==> src/rtl/resultinstrgen_udiv_28ns_16ns_seq.sv <==
// ---------------------------------------------------------------------------
// resultinstrgen_udiv_28ns_16ns_seq
//
// Iterative unsigned restoring divider. It recovers a tile index (quotient)
// and an intra-tile offset (remainder) from a linear tile offset (dividend)
// and a stride (divisor). One quotient bit is produced per clock. There is no
// overlap between operations.
//
// Ports:
//   ap_clk           in   clock, rising edge
//   ap_rst_n         in   asynchronous active-low reset
//   in_valid         in   operands valid
//   in_ready         out  divider idle and able to accept operands
//   in_dividend      in   DIVIDEND_WIDTH unsigned dividend
//   in_divisor       in   DIVISOR_WIDTH unsigned divisor
//   out_valid        out  result valid (held until out_ready)
//   out_ready        in   consumer accepts result
//   out_quotient     out  DIVIDEND_WIDTH unsigned quotient
//   out_remainder    out  DIVISOR_WIDTH unsigned remainder
//   out_div_by_zero  out  divisor was zero (quotient all ones, remainder 0)
// ---------------------------------------------------------------------------
module resultinstrgen_udiv_28ns_16ns_seq #(
  parameter int DIVIDEND_WIDTH = 28,
  parameter int DIVISOR_WIDTH  = 16
) (
  input  logic                      ap_clk,
  input  logic                      ap_rst_n,
  input  logic                      in_valid,
  output logic                      in_ready,
  input  logic [DIVIDEND_WIDTH-1:0] in_dividend,
  input  logic [DIVISOR_WIDTH-1:0]  in_divisor,
  output logic                      out_valid,
  input  logic                      out_ready,
  output logic [DIVIDEND_WIDTH-1:0] out_quotient,
  output logic [DIVISOR_WIDTH-1:0]  out_remainder,
  output logic                      out_div_by_zero
);

  localparam int DW    = DIVIDEND_WIDTH;
  localparam int SW    = DIVISOR_WIDTH;
  localparam int CNT_W = $clog2(DIVIDEND_WIDTH + 1);

  typedef enum logic [1:0] {
    S_IDLE = 2'd0,
    S_BUSY = 2'd1,
    S_DONE = 2'd2
  } state_e;

  state_e            state_q,   state_d;
  logic [DW-1:0]     shreg_q,   shreg_d;    // dividend shifts out of the MSB, quotient bits shift into the LSB
  logic [SW-1:0]     divisor_q, divisor_d;
  logic [SW:0]       prem_q,    prem_d;     // partial remainder
  logic [CNT_W-1:0]  cnt_q,     cnt_d;
  logic [DW-1:0]     quot_q,    quot_d;
  logic [SW-1:0]     rem_q,     rem_d;
  logic              dz_q,      dz_d;

  // One restoring step. p is {partial_rem, dividend MSB}; its true top bit is
  // prem_q[SW], which can only be set when p already exceeds any divisor, so
  // it forces the subtract and the SW+1-bit difference stays exact.
  logic [SW:0]       p_s;
  logic [SW:0]       diff_s;
  logic              ge_s;
  logic [SW:0]       step_prem_s;
  logic [DW-1:0]     step_shreg_s;

  // Datapath for a single quotient bit.
  always_comb begin
    p_s          = {prem_q[SW-1:0], shreg_q[DW-1]};
    diff_s       = p_s - {1'b0, divisor_q};
    ge_s         = prem_q[SW] | (p_s >= {1'b0, divisor_q});
    step_prem_s  = ge_s ? diff_s : p_s;
    step_shreg_s = {shreg_q[DW-2:0], ge_s};
  end

  // Next-state and datapath load/update selection.
  always_comb begin
    state_d   = state_q;
    shreg_d   = shreg_q;
    divisor_d = divisor_q;
    prem_d    = prem_q;
    cnt_d     = cnt_q;
    quot_d    = quot_q;
    rem_d     = rem_q;
    dz_d      = dz_q;
    case (state_q)
      S_IDLE: begin
        if (in_valid) begin
          if (in_divisor == {SW{1'b0}}) begin
            // Divide by zero bypasses the iteration entirely.
            quot_d  = {DW{1'b1}};
            rem_d   = {SW{1'b0}};
            dz_d    = 1'b1;
            state_d = S_DONE;
          end else begin
            shreg_d   = in_dividend;
            divisor_d = in_divisor;
            prem_d    = {(SW+1){1'b0}};
            cnt_d     = CNT_W'(DIVIDEND_WIDTH);
            state_d   = S_BUSY;
          end
        end else begin
          state_d = S_IDLE;
        end
      end
      S_BUSY: begin
        shreg_d = step_shreg_s;
        prem_d  = step_prem_s;
        cnt_d   = cnt_q - CNT_W'(1);
        if (cnt_q == CNT_W'(1)) begin
          // Last bit: capture the final result so it is stable in DONE.
          quot_d  = step_shreg_s;
          rem_d   = step_prem_s[SW-1:0];
          dz_d    = 1'b0;
          state_d = S_DONE;
        end else begin
          state_d = S_BUSY;
        end
      end
      S_DONE: begin
        if (out_ready) begin
          state_d = S_IDLE;
        end else begin
          state_d = S_DONE;
        end
      end
      default: begin
        state_d = S_IDLE;
      end
    endcase
  end

  // State and datapath registers.
  always_ff @(posedge ap_clk or negedge ap_rst_n) begin
    if (!ap_rst_n) begin
      state_q   <= S_IDLE;
      shreg_q   <= {DW{1'b0}};
      divisor_q <= {SW{1'b0}};
      prem_q    <= {(SW+1){1'b0}};
      cnt_q     <= {CNT_W{1'b0}};
      quot_q    <= {DW{1'b0}};
      rem_q     <= {SW{1'b0}};
      dz_q      <= 1'b0;
    end else begin
      state_q   <= state_d;
      shreg_q   <= shreg_d;
      divisor_q <= divisor_d;
      prem_q    <= prem_d;
      cnt_q     <= cnt_d;
      quot_q    <= quot_d;
      rem_q     <= rem_d;
      dz_q      <= dz_d;
    end
  end

  assign in_ready        = (state_q == S_IDLE);
  assign out_valid       = (state_q == S_DONE);
  assign out_quotient    = quot_q;
  assign out_remainder   = rem_q;
  assign out_div_by_zero = dz_q;

endmodule

==> config.mk <==
export PLATFORM = sky130hd
export DESIGN_NAME = resultinstrgen_udiv_28ns_16ns_seq
export DESIGN_NICKNAME = d
export VERILOG_FILES = /design/src/rtl/resultinstrgen_udiv_28ns_16ns_seq.sv
export SDC_FILE = /design/constraint.sdc
export NUM_CORES = 1
export LEC_CHECK = 0
export BUFFER_PORTS_ARGS = -buffer_cell sky130_fd_sc_hd__buf_2
export CORE_MARGIN = 2
export CORE_UTILIZATION = 50
export DETAILED_ROUTE_END_ITERATION = 8
export PLACE_DENSITY = 0.75
export SYNTH_ARGS = -nofsm -noshare
export SYNTH_HDL_FRONTEND = slang
export SYNTH_SLANG_ARGS = --single-unit
==> constraint.sdc <==
create_clock -name ap_clk -period 5.6 [get_ports ap_clk]
set_input_delay 0.56 -clock ap_clk [delete_from_list [all_inputs] [get_ports ap_clk]]
set_output_delay 0.56 -clock ap_clk [all_outputs]
set_load 0.02 [all_outputs]
==> summary.md, run 1 <==
| Metric | Value |
|---|---|
| CTS H-tree depth | 4 |
| Row cnt | 38 |
| Initial antenna violation count | 0 |
| CTS tree | done |
| Hold buffers post-CTS | 0 |
| Top_reg_cell synth | dfrtp_1 |
| Nets@finish | 774 |
| PD cells | roughly 750 nW/um2 |
| Slew Limit Fails | 0 |
| Crit. End Element | register |
| Die X | 109 um |
| Core Region | roughly 11000 um2 |
| First-pass GRT wire length | 22.2 mm |
| GRT overflow | 0 |
| Ant. Diodes | 0 |
| Worst Skew | 0.0119 ns |
| Yosys warns | 0 |
| Final worst path period need | 3.11 ns |
| Fin cells | 860 |
| CP Max Fanout | 20 |
| Total GRT Usage | 0.241 |
| Status | complete, no violations |
| Die area | 12000 um2 |
| Buf+Inv Stages, Crit Path | 1 |
| FILL cells | 910 |
| Gpl congestion | approximately 0.9 |
| Clock Latency Late Sink | 0.53 ns |
| Reg clk slew, reported paths | roughly 0.060 ns |
| DR WL/cell | 16.3 um |
| Hold Path Class | primary input to async pin |
| Die Y | 109 um |
| Syn Nets | 692 |
| Worst-path cell with the longest stage delay | dfrtp_1 |
| Max-cap violations | 0 |
| Register area | 2830 um2 |
| Drt drc | 0 |
| Detailed Routing Iterations Pass 1 | 7 |
| RSZ-0062 raised after global routing | false |
| Post-synth EDFFs | 0 |
| Fin. Hold Viols | 0 |
| Slew HR | 0.443 |
| Vias per cell | 5.55 |
| Fin crit share | 0.555 |
| Critical path data required time | 6.01 ns |
| Overall routed net length | 14.0 mm |
| Largest net degree at the start of global routing | 68 |
| Setup TNS | 0 ns |
| Mean area per synthesized cell | ~9 um2 |
| Clock tree buffer depth | 2 |
| Port bufs | 94 |
| Post_cts resized | 0 |
| Clock buffer count from CTS | 17 |
| DP Wirelength | between 9 and 10 mm |
| Vias in the first global route | 4648 |
| Worst-Margin Slew | about 0.84 ns |
| Crit path cell chain | ha_1, nand3_1, or2_1, or3_1, o221ai_2, buf_4, mux2_4, a22o_1 |
| Worst setup SP type | register |
| Cells after Synth | 625 |
| Starting Density | 0.513 |
| Final setup violation count | 0 |
| Root Buffer | clkbuf_8 |
| Synth unique cells | 52 |
| Pleak | between 0.003 and 0.004 uW |
| Yosys reg bits | between 100 and 150 |
| Initial DRC Count | around 300 |
| Share of layout cells above drive strength 1 | 0.194 |
| Total I/O pin count | 95 |
| Via count | 4772 |
| Async set or reset register ratio after synthesis | 1.00 |
| Worst stage delay on the critical path | 0.43 ns |
| Clock Sinks | 113 |
| Synthesis-to-finish area growth | 19.9% |
| Synth Cell Area | 5560 um2 |
| Top delay family on crit path | simple AND/OR/NAND/NOR gates |
| Post-CTS Setup Inserts | 0 |
| Post-Place Cells | 828 |
| CP arrival | 3.52 ns |
| Routed Antenna Nets | 0 |
| Crit Path Category | register to register |
| Worst vdd ir | 0.240 mV |
| Fmax | 322 MHz |
| Area of the multi-input gates | 2480 um2 |
| Seq/Total Area, Yosys | 0.509 |
==> through the flow <==
step	setup WS (ns)	power [uW]	area, um2	hold slack [ns]	util
2_1_floorplan	3.25	3270	5560	0.264	-
3_3_place_gp	2.52	3840	6100	0.458	0.562
3_5_place_dp	2.54	3920	6100	0.468	0.562
4_1_cts	2.51	4990	6670	0.0653	0.615
5_1_grt	2.27	5340	6670	0.104	0.615
6_report	2.49	4980	6670	0.0470	0.615
==> kinds of logic after synthesis <==
logic type / after synthesis / synth area share
buffers and inverters: 61 / 0.0466
xor gates and xnor gates: 16 / 0.0252
DFF: 113 / 0.509
muxes: 10 / 0.0189
adders and majority gates: 19 / 0.0441
and+or+nand+nor: 238 / 0.180
AOI/OAI and AO/OA: 168 / 0.177
==> worst paths after layout <==
kind | start | endpoint | slack (ns) | cells past startpoint
worst min-delay path | ap_rst_n | divisor_q[9] | 0.05 | 1
max in group asynchronous | ap_rst_n | out_quotient[7] | 4.29 | 2
worst max register to register | prem_q[13] | prem_q[9] | 2.49 | 8
worst min register to register | out_quotient[18] | out_quotient[18] | 0.48 | 2
worst max-delay path | prem_q[13] | prem_q[9] | 2.49 | 8
min in group ap_clk | in_divisor[9] | divisor_q[9] | 0.26 | 3
==> state kept, by name, indices dropped and copies added, names as in the netlist <==
name,cells
out_remainder,16
divisor_q,16
shreg_q,28
state_q,2
out_quotient,28
cnt_q,5
prem_q,17
out_div_by_zero,1
==> worst reg2reg max path: cells and delay by family, from the launching register on <==
kind / cells / cell delay (ns)
AO/OA/AOI/OAI: 2 / 0.62
buffers and inverters: 1 / 0.38
AND/OR/NAND/NOR: 3 / 0.79
adder cells (fa/ha/maj): 1 / 0.42
flip-flops: 1 / 0.43
multiplexers: 1 / 0.36
==> layer usage <==
layer / global-route usage / wire [um] / vias up / share of wire
li1: - / - / 2319 / -
met4: 0.0922 / 248 / 0 / 0.018
met5: 0 / 0 / - / 0
met2: 0.381 / 6730 / 129 / 0.48
met3: 0.0498 / 736 / 19 / 0.053
met1: 0.327 / 6270 / 2305 / 0.45
==> where the power goes <==
group,total [uW],switching [uW],internal [uW]
Clock,1040,404,639
Sequential,1440,231,1210
Combinational,2500,1540,956
Total,4980,2170,2800
==> placed cells by master, fill, tap and decap left out, types with 3 or more instances in the layout <==
cell	count
clkinv_4	3
nor4_1	6
nand3_1	15
nor2b_1	6
clkbuf_16	16
mux2i_1	9
nor3_1	3
xnor2_1	11
inv_1	24
nor2_1	44
xor2_1	5
a31oi_1	32
a21oi_1	15
nand2_1	147
o21ai_1	6
ha_1	18
o21ai_0	85
dfrtp_1	113
nand4_1	3
o21a_1	5
inv_6	5
a21o_1	5
buf_4	7
buf_2	93
==> synth_stat cells, drive strengths merged, types with 4 or more instances <==
| cell type | count | area share |
|---|---|---|
| nand2 | 147 | 0.099 |
| dfrtp | 113 | 0.51 |
| o21ai | 91 | 0.082 |
| nor2 | 45 | 0.031 |
| clkbuf | 33 | 0.022 |
| a31oi | 32 | 0.036 |
| inv | 24 | 0.016 |
| ha | 18 | 0.041 |
| a21oi | 15 | 0.014 |
| nand3 | 15 | 0.014 |
| xnor2 | 11 | 0.017 |
| mux2i | 9 | 0.016 |
| nor2b | 7 | 0.0079 |
| nor4 | 6 | 0.0068 |
| a21o | 5 | 0.0068 |
| o21a | 5 | 0.0068 |
| xor2 | 5 | 0.0079 |
| buf | 4 | 0.0081 |
==> cell type report <==
cell class | instances | area share
Sequential cell | 113 | 0.424
Multi-Input combinational cell | 451 | 0.373
Timing Repair Buffer | 100 | 0.0777
Clock buffer | 18 | 0.0627
Tap cell | 140 | 0.0263
Clock inverter | 14 | 0.0233
Inverter | 24 | 0.0135
(Power assumes the default switching activity.)
==> inputs of run 2 (changes only) <==
ABC_AREA = 1   (was unset)
PLACE_DENSITY = 0.77   (was 0.75)
clock period = 2.6 ns   (was 5.6 ns; I/O delays follow)
==> run 2 against run 1 <==
Via count up 15%. Clock-buffer cell count up 5. Sequential share of layout area down 3.5 points. Area after synthesis up 9.5%. Final cell count up 21%. Routed wire length up 11%. Largest cell class unchanged. Critical path depth up 2. Synthesized cell count up 26%. Maximum frequency up 35%. Non-clock buffer count up 6.
==> summary.md, run 2 <==
| Metric | Value |
|---|---|
| Worst Skew | 0.00821 ns (was 0.0119 ns) |
| Post_cts resized | 0 (unchanged) |
| Synth Area in Compound Gates | 0.129 (was 0.177) |
| Fin crit share | 0.884 (was 0.555) |
| Synth cell count leaders | nand2_1, dfrtp_1, inv_1 (was nand2_1, dfrtp_1, o21ai_0) |
| Setup slack at placement | 0.381 ns (was 2.54 ns) |
| Final setup violation count | 0 (unchanged) |
| Mux share of post-synthesis cell area | 0 (was 0.0189) |
| CTS tree | done (unchanged) |
| Synth Area in XOR/XNOR | 0.0115 (was 0.0252) |
| Mean area per synthesized cell | 7.75 um2 (was 8.90 um2) |
| Die Y | 114 um (was 109 um) |
| Async set or reset register ratio after synthesis | 1.00 (unchanged) |
| Final WS setup | 0.302 ns (was 2.49 ns) |
| Starting Density | 0.509 (was 0.513) |
| DR WL/cell | 14.9 um (was 16.3 um) |
| Clock tree buffer depth | 2 (unchanged) |
| Share of layout cells above drive strength 1 | 0.188 (was 0.194) |
| Final worst path period need | 2.30 ns (was 3.11 ns) |
| Clock buffer count from CTS | 17 (unchanged) |
| Post-synth EDFFs | 0 (unchanged) |
| Fin. Hold Viols | 0 (unchanged) |
| Via count | 5492 (was 4772) |
| Max-cap violations | 0 (unchanged) |
| Setup TNS | 0 ns (unchanged) |
| Fmax | 435 MHz (was 322 MHz) |
| Largest net degree at the start of global routing | 114 (was 68) |
| CP arrival | 2.64 ns (was 3.52 ns) |
| Nets@finish | 944 (was 774) |
| Synth Cell Area | 6090 um2 (was 5560 um2) |
| Yosys reg bits | 113 (unchanged) |
| Root Buffer | clkbuf_16 (was clkbuf_8) |
| Crit. End Element | register (unchanged) |
| Top_reg_cell synth | dfrtp_1 (unchanged) |
| Post-synth top area share | 0.465 (was 0.509) |
| Vias per cell | 5.30 (was 5.55) |
| Initial antenna violation count | 0 (unchanged) |
| Largest family of logic cells by synthesized area | simple AND/OR/NAND/NOR gates (unchanged) |
| Slew Limit Fails | 0 (unchanged) |
| Drt drc | 0 (unchanged) |
| Yosys warns | 0 (unchanged) |
| Area contributors post-synth | dfrtp_1, nand2_1, inv_1 (was dfrtp_1, nand2_1, o21ai_0) |
| Core Region | 12000 um2 (was 10800 um2) |
| Reg clk slew, reported paths | 0.05 ns (was 0.06 ns) |
| Critical path data required time | 2.94 ns (was 6.01 ns) |
| Row cnt | 40 (was 38) |
| Die X | 114 um (was 109 um) |
| Synthesis-to-finish area growth | 19.4% (was 19.9%) |
| Syn Nets | 852 (was 692) |
| Commonest non-fill, non-tap cells in the layout | nand2_1, dfrtp_1, inv_1 (was nand2_1, dfrtp_1, buf_2) |
| DP Wirelength | 10.7 mm (was 9.75 mm) |
| Synth unique cells | 35 (was 52) |
| Worst setup SP type | register (unchanged) |
| Fin Hold WS | 0.0862 ns (was 0.0470 ns) |
| Clock Latency Late Sink | 0.41 ns (was 0.53 ns) |
| Vias in the first global route | 5187 (was 4648) |
| CP Max Fanout | 14 (was 20) |
| First-pass GRT wire length | 25.8 mm (was 22.2 mm) |
| Post-CTS Setup Inserts | 0 (unchanged) |
| Hold buffers post-CTS | 1 (was 0) |
| Most numerous cell in the Yosys netlist | nand2_1 (unchanged) |
| GRT overflow | 0 (unchanged) |
| Total I/O pin count | 95 (unchanged) |
| Crit Path Category | register to register (unchanged) |
| Port bufs | 94 (unchanged) |
| Cells after Synth | 785 (was 625) |
| Worst-Margin Slew | 0.630 ns (was 0.836 ns) |
| Initial DRC Count | 453 (was 303) |
| Seq/Total Area, Yosys | 0.465 (was 0.509) |
| Hold Path Class | primary input to register (was primary input to async pin) |
| Slew HR | 0.580 (was 0.443) |
| Commonest non-fill, non-tap cell in the layout | nand2_1 (unchanged) |
| Detailed Routing Iterations Pass 1 | 5 (was 7) |
| Simple-gate portion of the synthesized area | 0.253 (was 0.180) |
| Die area | 13100 um2 (was 12000 um2) |
| Adder-cell share of the synthesized area | 0.0403 (was 0.0441) |
| Total GRT Usage | 0.254 (was 0.241) |
| CTS H-tree depth | 4 (unchanged) |
| Clock Sinks | 113 (unchanged) |
| Ant. Diodes | 0 (unchanged) |
| Status | complete, no violations (unchanged) |
| RSZ-0062 raised after global routing | false (unchanged) |
| Synth area leader | dfrtp_1 (unchanged) |
| Gpl congestion | 0.947 (was 0.883) |
| Routed Antenna Nets | 0 (unchanged) |
| Overall routed net length | 15.5 mm (was 14.0 mm) |
## run 2: final cells by class
cell class              count  area [um2]
multi-input cells         521        2650
clock inverters             9        83.8
clock buffers              23         468
inverters                 118         444
flip-flops and latches    113        2830
well taps                 147         184
fillers                  1055        4690
repair buffers            106         616
## run 2: cell families (layout without fill, tap and decap cells)
group / count (synthesis) / after routing
buffers and inverters: 151 / 256
adders and majority gates: 19 / 19
AOI/OAI and AO/OA: 146 / 146
and+or+nand+nor: 348 / 348
xor gates and xnor gates: 8 / 8
DFF: 113 / 113
## run 2: worst paths after layout
kind / depth (start not counted) / start / endpoint / slack (ns)
min in group asynchronous: 3 / ap_rst_n / divisor_q[10] / 0.46
setup / recovery: 10 / divisor_q[14] / out_remainder[8] / 0.30
max in group asynchronous: 3 / ap_rst_n / out_quotient[9] / 1.65
hold reg to reg: 2 / out_remainder[10] / out_remainder[10] / 0.47
setup reg to reg: 10 / divisor_q[14] / out_remainder[8] / 0.30
hold / removal: 3 / in_dividend[22] / shreg_q[22] / 0.09
## run 2: layer usage
layer | routed length (um) | GRT usage
met1 | 7090 | 0.362
met2 | 7240 | 0.388
met3 | 778 | 0.0471
met4 | 378 | 0.0984
met5 | 0 | 0
## run 2: metrics by stage
stage / cell area [um2] / utilization / std cells
finish: 7270 / 0.608 / 1037
global placement: 6710 / 0.561 / 1004
floorplan: 6090 / - / 785
CTS: 7270 / 0.608 / 1037
global route: 7270 / 0.608 / 1037
detailed placement: 6710 / 0.561 / 1004
## run 2: worst max-delay path: stages (launching register included)
cell	delay, ns
dfrtp_1	0.36
inv_1	0.07
ha_1	0.37
a21oi_1	0.23
o21ai_0	0.17
a21oi_4	0.44
buf_4	0.23
nand4_1	0.13
nand2_1	0.11
nand2_1	0.06
nand2_1	0.06
Power of run 2 is not shown: default switching activity piles up to over one toggle a cycle in this logic, so the estimate is an artifact.
